--- src/rtl/core_pkg.sv ---
// Shared fetch-path definitions: default boot/ROM geometry and the buffered
// instruction entry format used between the fetch unit and its buffer.
package core_pkg;

  localparam logic [31:0] BOOT_ADDR_DEFAULT = 32'h0000_0000;
  localparam int          ROM_AW_DEFAULT    = 14;
  localparam int          FETCH_DEPTH       = 2;

  typedef struct packed {
    logic [31:0] instr;
    logic [31:0] pc;
  } fetch_entry_t;

  function automatic logic [31:0] align_word(input logic [31:0] addr);
    return {addr[31:2], 2'b00};
  endfunction

endpackage

--- src/rtl/fetch_fifo.sv ---
// Two-entry fetch buffer; flush wins over push/pop, and a push into a full
// buffer is accepted only when the head is popped in the same cycle.
module fetch_fifo
  import core_pkg::*;
(
  input  logic         clk,
  input  logic         rst_n,
  input  logic         push,
  input  logic         pop,
  input  logic         flush,
  input  fetch_entry_t din,
  output fetch_entry_t head,
  output logic         full,
  output logic         empty
);

  logic [1:0]   count_reg, count_next;
  logic         rd_ptr_reg, wr_ptr_reg;
  logic         do_push, do_pop;
  fetch_entry_t slot [FETCH_DEPTH];

  assign empty   = (count_reg == 2'd0);
  assign full    = (count_reg == 2'(FETCH_DEPTH));
  assign do_pop  = pop && !empty;
  assign do_push = push && (!full || do_pop);
  assign head    = slot[rd_ptr_reg];

  // Single-bit pointers: the buffer is exactly two entries deep.
  genvar gi;
  generate
    for (gi = 0; gi < FETCH_DEPTH; gi++) begin : g_slot
      fetch_entry_t entry_reg;
      always_ff @(posedge clk or negedge rst_n) begin
        if (!rst_n) begin
          entry_reg <= '0;
        end else if (do_push && !flush && (wr_ptr_reg == 1'(gi))) begin
          entry_reg <= din;
        end
      end
      assign slot[gi] = entry_reg;
    end
  endgenerate

  always_comb begin
    count_next = count_reg;
    if (do_push && !do_pop) begin
      count_next = count_reg + 2'd1;
    end else if (do_pop && !do_push) begin
      count_next = count_reg - 2'd1;
    end
  end

  always_ff @(posedge clk or negedge rst_n) begin
    if (!rst_n) begin
      count_reg  <= 2'd0;
      rd_ptr_reg <= 1'b0;
      wr_ptr_reg <= 1'b0;
    end else if (flush) begin
      count_reg  <= 2'd0;
      rd_ptr_reg <= 1'b0;
      wr_ptr_reg <= 1'b0;
    end else begin
      count_reg <= count_next;
      if (do_pop) begin
        rd_ptr_reg <= ~rd_ptr_reg;
      end
      if (do_push) begin
        wr_ptr_reg <= ~wr_ptr_reg;
      end
    end
  end

endmodule

--- src/rtl/instr_fetch.sv ---
// Instruction fetch: walks a word-aligned PC through a one-cycle-latency ROM,
// buffers responses in a two-entry FIFO and supports flush-and-jump redirects.
module instr_fetch
  import core_pkg::*;
#(
  parameter logic [31:0] BOOT_ADDR = BOOT_ADDR_DEFAULT,
  parameter int          ROM_AW    = ROM_AW_DEFAULT
) (
  input  logic              clk,
  input  logic              rst_n,
  output logic [ROM_AW-1:0] o_rom_addr,
  input  logic [31:0]       i_rom_data,
  input  logic              i_redirect,
  input  logic [31:0]       i_redirect_pc,
  output logic              o_instr_valid,
  output logic [31:0]       o_instr,
  output logic [31:0]       o_instr_pc,
  input  logic              i_instr_ready
);

  logic [31:0]  pc_reg, pc_next;
  logic [31:0]  inflight_pc_reg;
  logic         inflight_reg;
  logic         issue_en, pop_fire, push_en;
  logic         fifo_full, fifo_empty;
  logic [1:0]   occupancy;
  logic [2:0]   load;
  fetch_entry_t push_entry, head_entry;

  assign o_rom_addr    = {pc_reg[ROM_AW-1:2], 2'b00};
  assign o_instr_valid = !fifo_empty;
  assign o_instr       = head_entry.instr;
  assign o_instr_pc    = head_entry.pc;

  assign pop_fire   = o_instr_valid && i_instr_ready;
  // A response landing in a redirect cycle is stale; suppressing its push is
  // the discard, and no issue in that cycle leaves nothing else in flight.
  assign push_en    = inflight_reg && !i_redirect;
  assign push_entry = '{instr: i_rom_data, pc: inflight_pc_reg};

  // Occupancy is counted net of this cycle's pop so a steady stream can issue
  // every cycle while still leaving a slot for every outstanding response.
  assign occupancy = fifo_full ? 2'd2 : (fifo_empty ? 2'd0 : 2'd1);
  assign load      = {1'b0, occupancy} - {2'b00, pop_fire} + {2'b00, inflight_reg};
  assign issue_en  = !i_redirect && (load < 3'd2);

  always_comb begin
    pc_next = pc_reg;
    if (i_redirect) begin
      pc_next = align_word(i_redirect_pc);
    end else if (issue_en) begin
      pc_next = pc_reg + 32'd4;
    end
  end

  always_ff @(posedge clk or negedge rst_n) begin
    if (!rst_n) begin
      pc_reg          <= align_word(BOOT_ADDR);
      inflight_reg    <= 1'b0;
      inflight_pc_reg <= '0;
    end else begin
      pc_reg       <= pc_next;
      inflight_reg <= issue_en;
      if (issue_en) begin
        inflight_pc_reg <= pc_reg;
      end
    end
  end

  fetch_fifo u_fifo (
    .clk   (clk),
    .rst_n (rst_n),
    .push  (push_en),
    .pop   (pop_fire),
    .flush (i_redirect),
    .din   (push_entry),
    .head  (head_entry),
    .full  (fifo_full),
    .empty (fifo_empty)
  );

endmodule

--- config.mk ---
export PLATFORM = sky130hd
export DESIGN_NAME = instr_fetch
export DESIGN_NICKNAME = d
export VERILOG_FILES = /design/src/rtl/core_pkg.sv /design/src/rtl/fetch_fifo.sv /design/src/rtl/instr_fetch.sv
export SDC_FILE = /design/constraint.sdc
export NUM_CORES = 1
export LEC_CHECK = 0
export BUFFER_PORTS_ARGS = -buffer_cell sky130_fd_sc_hd__clkbuf_2
export CORE_UTILIZATION = 50
export CTS_CLUSTER_SIZE = 25
export DETAILED_ROUTE_END_ITERATION = 12
export GPL_TIMING_DRIVEN = 0
export PLACE_DENSITY = 0.84
export SYNTH_ARGS = -nofsm -noshare
export SYNTH_HDL_FRONTEND = slang
export SYNTH_SLANG_ARGS = --single-unit
export TNS_END_PERCENT = 20
--- constraint.sdc ---
create_clock -name clk -period 2.5 [get_ports clk]
set_clock_uncertainty 0.15 [all_clocks]
set_input_delay 0.125 -clock clk [delete_from_list [all_inputs] [get_ports clk]]
set_output_delay 0.125 -clock clk [all_outputs]
set_load 0.01 [all_outputs]
==> impl_metrics.py <==
metrics = {
    "critical_path": {
        "cp_top_family": "simple AND/OR/NAND/NOR gates",
        "cp_slowest_cell": "dfrtp_2",
        "path_buf_inv": 2,
        "worst-path-max-fanout": 5,
        "required_ps": 2660,
        "path_class": "reg -> reg",
        "timing.critical_path.from_type": "flop",
        "cpPeakStageDelay_ps": 430,
        "crit_chain": "or2_4 > and2_4 > ha_4 > and2b_4 > xnor3_2 > nor2_4 > buf_6 > buf_8 > mux2_4",
        "cp.arrival_ps": 2810,
        "end_kind": "flop",
    },
    "drt": {
        "dr_wl_met3_mm": 1.12,
        "ant_nets": 0,
        "wl_met1_mm": 8.73,
        "top_layer_used": "met4",
        "drc": 0,
        "routed_via_density": 5.39,
        "num_vias": 6082,
        "wl_per_cell_um": 18.5,
        "wl_mm": 20.9,
        "first_pass_iters": 4,
        "met2_length_mm": 10.7,
        "drt_iter0_drc": 278,
    },
    "timing": {
        "fin_tns_setup_ps": -6610,
        "finalSetupViolations": 101,
        "relSlewSlack_pct": 46.3,
        "period_minus_slack_ps": 2650,
        "min_period_over_period_pct": 106,
        "rsz0062_at_grt": "yes",
        "report.final.slew_viol_count": 0,
        "final_hold_viol_count": 0,
        "setup_slack_ps": -149,
        "max_clock_freq_ghz": 0.377,
        "worst_pin_slew_ps": 805,
    },
    "clock_network": {
        "cts_buffer_depth": 2,
        "cts_tree": "yes",
        "cts_sinks": 189,
        "root_buffer": "clkbuf_16",
        "cts_buffers": 17,
        "h-tree-depth": 4,
        "path_clk_slew_ps": 70,
        "clock_latency_ps": 440,
    },
    "grt": {
        "grt_max_degree": 107,
        "grt_pass1_wl_mm": 32.1,
        "gr-total-overflow": 0,
        "antenna_found_initial": 0,
        "grt_pass1_vias": 6297,
        "track_usage_pct": 23.2,
    },
    "synth": {
        "yosys.area_share.simple_pct": 7.93,
        "synth_seq_area_share_pct": 54.5,
        "synthAdderAreaFrac_pct": 0.288,
        "synth_cell_types": 44,
        "synth_xor_area_share_pct": 3.36,
        "synth_top_cell_area_share_pct": 54.5,
        "synth.avg_cell_area_um2": 13.5,
        "syn-instance-count": 642,
        "synth_compound_area_share_pct": 2.28,
        "netlist_area_um2": 8680,
        "yosysWarnings": 0,
        "yosys_register_bits": 189,
        "yosys-top-cells-area": "dfrtp_1 54%, mux2_2 28%, nand2_1 1.6%",
        "synth_top_family_by_area": "multiplexers",
        "synth_top_area_cell": "dfrtp_1",
        "synthMuxAreaShare_pct": 28.3,
    },
    "placed_design": {
        "dp_cells": 1006,
        "pre_cts_ws_ps": -184,
        "place.port_buffers": 140,
        "dpl.hpwl_mm": 12.6,
        "routabilityCongestion": 0.786,
    },
    "floorplan": {
        "start_util_pct": 51.8,
        "die_w_um": 134,
        "die_h_um": 134,
        "die_area_um2": 17900,
        "rows": 47,
        "core_area_um2": 16800,
        "boundaryPins": 147,
    },
    "cells_and_area": {
        "final_cell_mix": "188 x mux2_2, 187 x dfrtp_1, 140 x clkbuf_2",
        "syn_to_final_growth_pct": 33.3,
        "drive_gt1_share_pct": 54.0,
        "fin_cells": 1128,
        "antennaDiodeCount": 0,
        "final_nets": 965,
        "largest_reg_flops": 124,
        "layout_commonest_cell": "mux2_2",
    },
    "pwr": {
        "total_power_mw": 11.6,
        "ir_drop_uv": 602,
        "leakage_nw": 5.28,
        "p_per_area_nw_per_um2": 1000,
    },
    "worst_hold_path": {
        "hold_path.class": "in -> reg",
    },
    "outcome": {
        "status": "complete, but fails checks",
        "violations": "negative setup slack",
    },
    "job": {
        "cap_violations": 0,
    },
}
power by group:
group | leakage [nW] | internal, mW | switching, mW | total [mW]
sequential | 2.28 | 4.25 | 0.703 | 4.95
combinational | 2.70 | 2.26 | 1.58 | 3.84
clock | 0.301 | 1.60 | 1.21 | 2.81
cell usage after synthesis, drive strengths merged:
| cell | number |
|---|---|
| a211oi | 1 |
| a21oi | 2 |
| a311oi | 1 |
| a31oi | 3 |
| and2 | 3 |
| and2b | 1 |
| and3 | 7 |
| and4 | 6 |
| buf | 40 |
| clkbuf | 8 |
| clkinv | 1 |
| conb | 1 |
| dfrtp | 189 |
| ha | 2 |
| inv | 2 |
| mux2 | 217 |
| mux2i | 1 |
| nand2 | 37 |
| nand2b | 1 |
| nand3 | 11 |
| nand4 | 17 |
| nor2 | 11 |
| nor2b | 1 |
| nor3 | 6 |
| nor4 | 8 |
| o21ai | 29 |
| o31ai | 1 |
| or2 | 2 |
| or3 | 2 |
| or4 | 1 |
| xnor2 | 13 |
| xnor3 | 2 |
| xor2 | 15 |
cell type report:
class,instances,area [um^2]
Sequential cell,189,4730
Timing Repair Buffer,231,1680
Fill cell,1139,5190
Buffer,48,337
Tap cell,220,275
Inverter,3,11.3
Clock buffer,18,429
Clock inverter,14,179
Multi-Input combinational cell,405,3920
through the flow:
step | hold WS, ps | cell area, um^2 | util [%]
detailed placement | 69.8 | 9820 | 58.6
CTS | 4.61 | 11200 | 67.0
global placement | 199 | 9780 | 58.4
global route | 29.9 | 11600 | 69.0
finish | 15.7 | 11600 | 69.0
floorplan | -321 | 8800 | -
worst reg2reg max path: stages (launching register included):
cell and delay, ps:
dfrtp_2 430, or2_4 260, and2_4 150, ha_4 200, and2b_4 240, xnor3_2 330, nor2_4 190, buf_6 150
buf_8 140, mux2_4 310
timing repair:
action | 4_1_cts | 5_1_grt
gates resized for setup | 29 | 45
cloned | 1 | 4
setup buffers | 7 | 13
hold buffers | 65 | 0
hold endpoints to repair | 179 | 0
pin swaps | 22 | 13
setup endpoints to repair | 109 | 183
final timing paths:
| path | start | end | slack, ps | depth (start not counted) |
|---|---|---|---|---|
| worst max-delay path | u_fifo.count_reg[1] | inflight_pc_reg[12] | -150 | 9 |
| max in group asynchronous | rst_n | u_fifo.count_reg[1] | 1080 | 3 |
| worst min-delay path | i_redirect | pc_reg[4] | 20 | 3 |
| min in group asynchronous | rst_n | u_fifo.g_slot[0].entry_reg[55] | 170 | 2 |
| worst min register to register | u_fifo.g_slot[1].entry_reg[11] | u_fifo.g_slot[1].entry_reg[11] | 350 | 1 |
| worst max register to register | u_fifo.count_reg[1] | inflight_pc_reg[12] | -150 | 9 |
logic make-up (layout without fill, tap and decap cells):
group           after synthesis  after routing
xor+xnor                     30             30
buf+inv                      51            314
compound gates               37             37
flops                       189            189
fa+ha+maj                     2              2
other cells                   1              4
simple gates                114            114
mux                         218            218
metal layers:
layer / vias up / GRT usage (%)
met5: - / 0
met4: 0 / 7.51
met3: 37 / 5.67
met2: 193 / 39.3
met1: 3058 / 29.1
li1: 2794 / -
(Power assumes the default switching activity.)
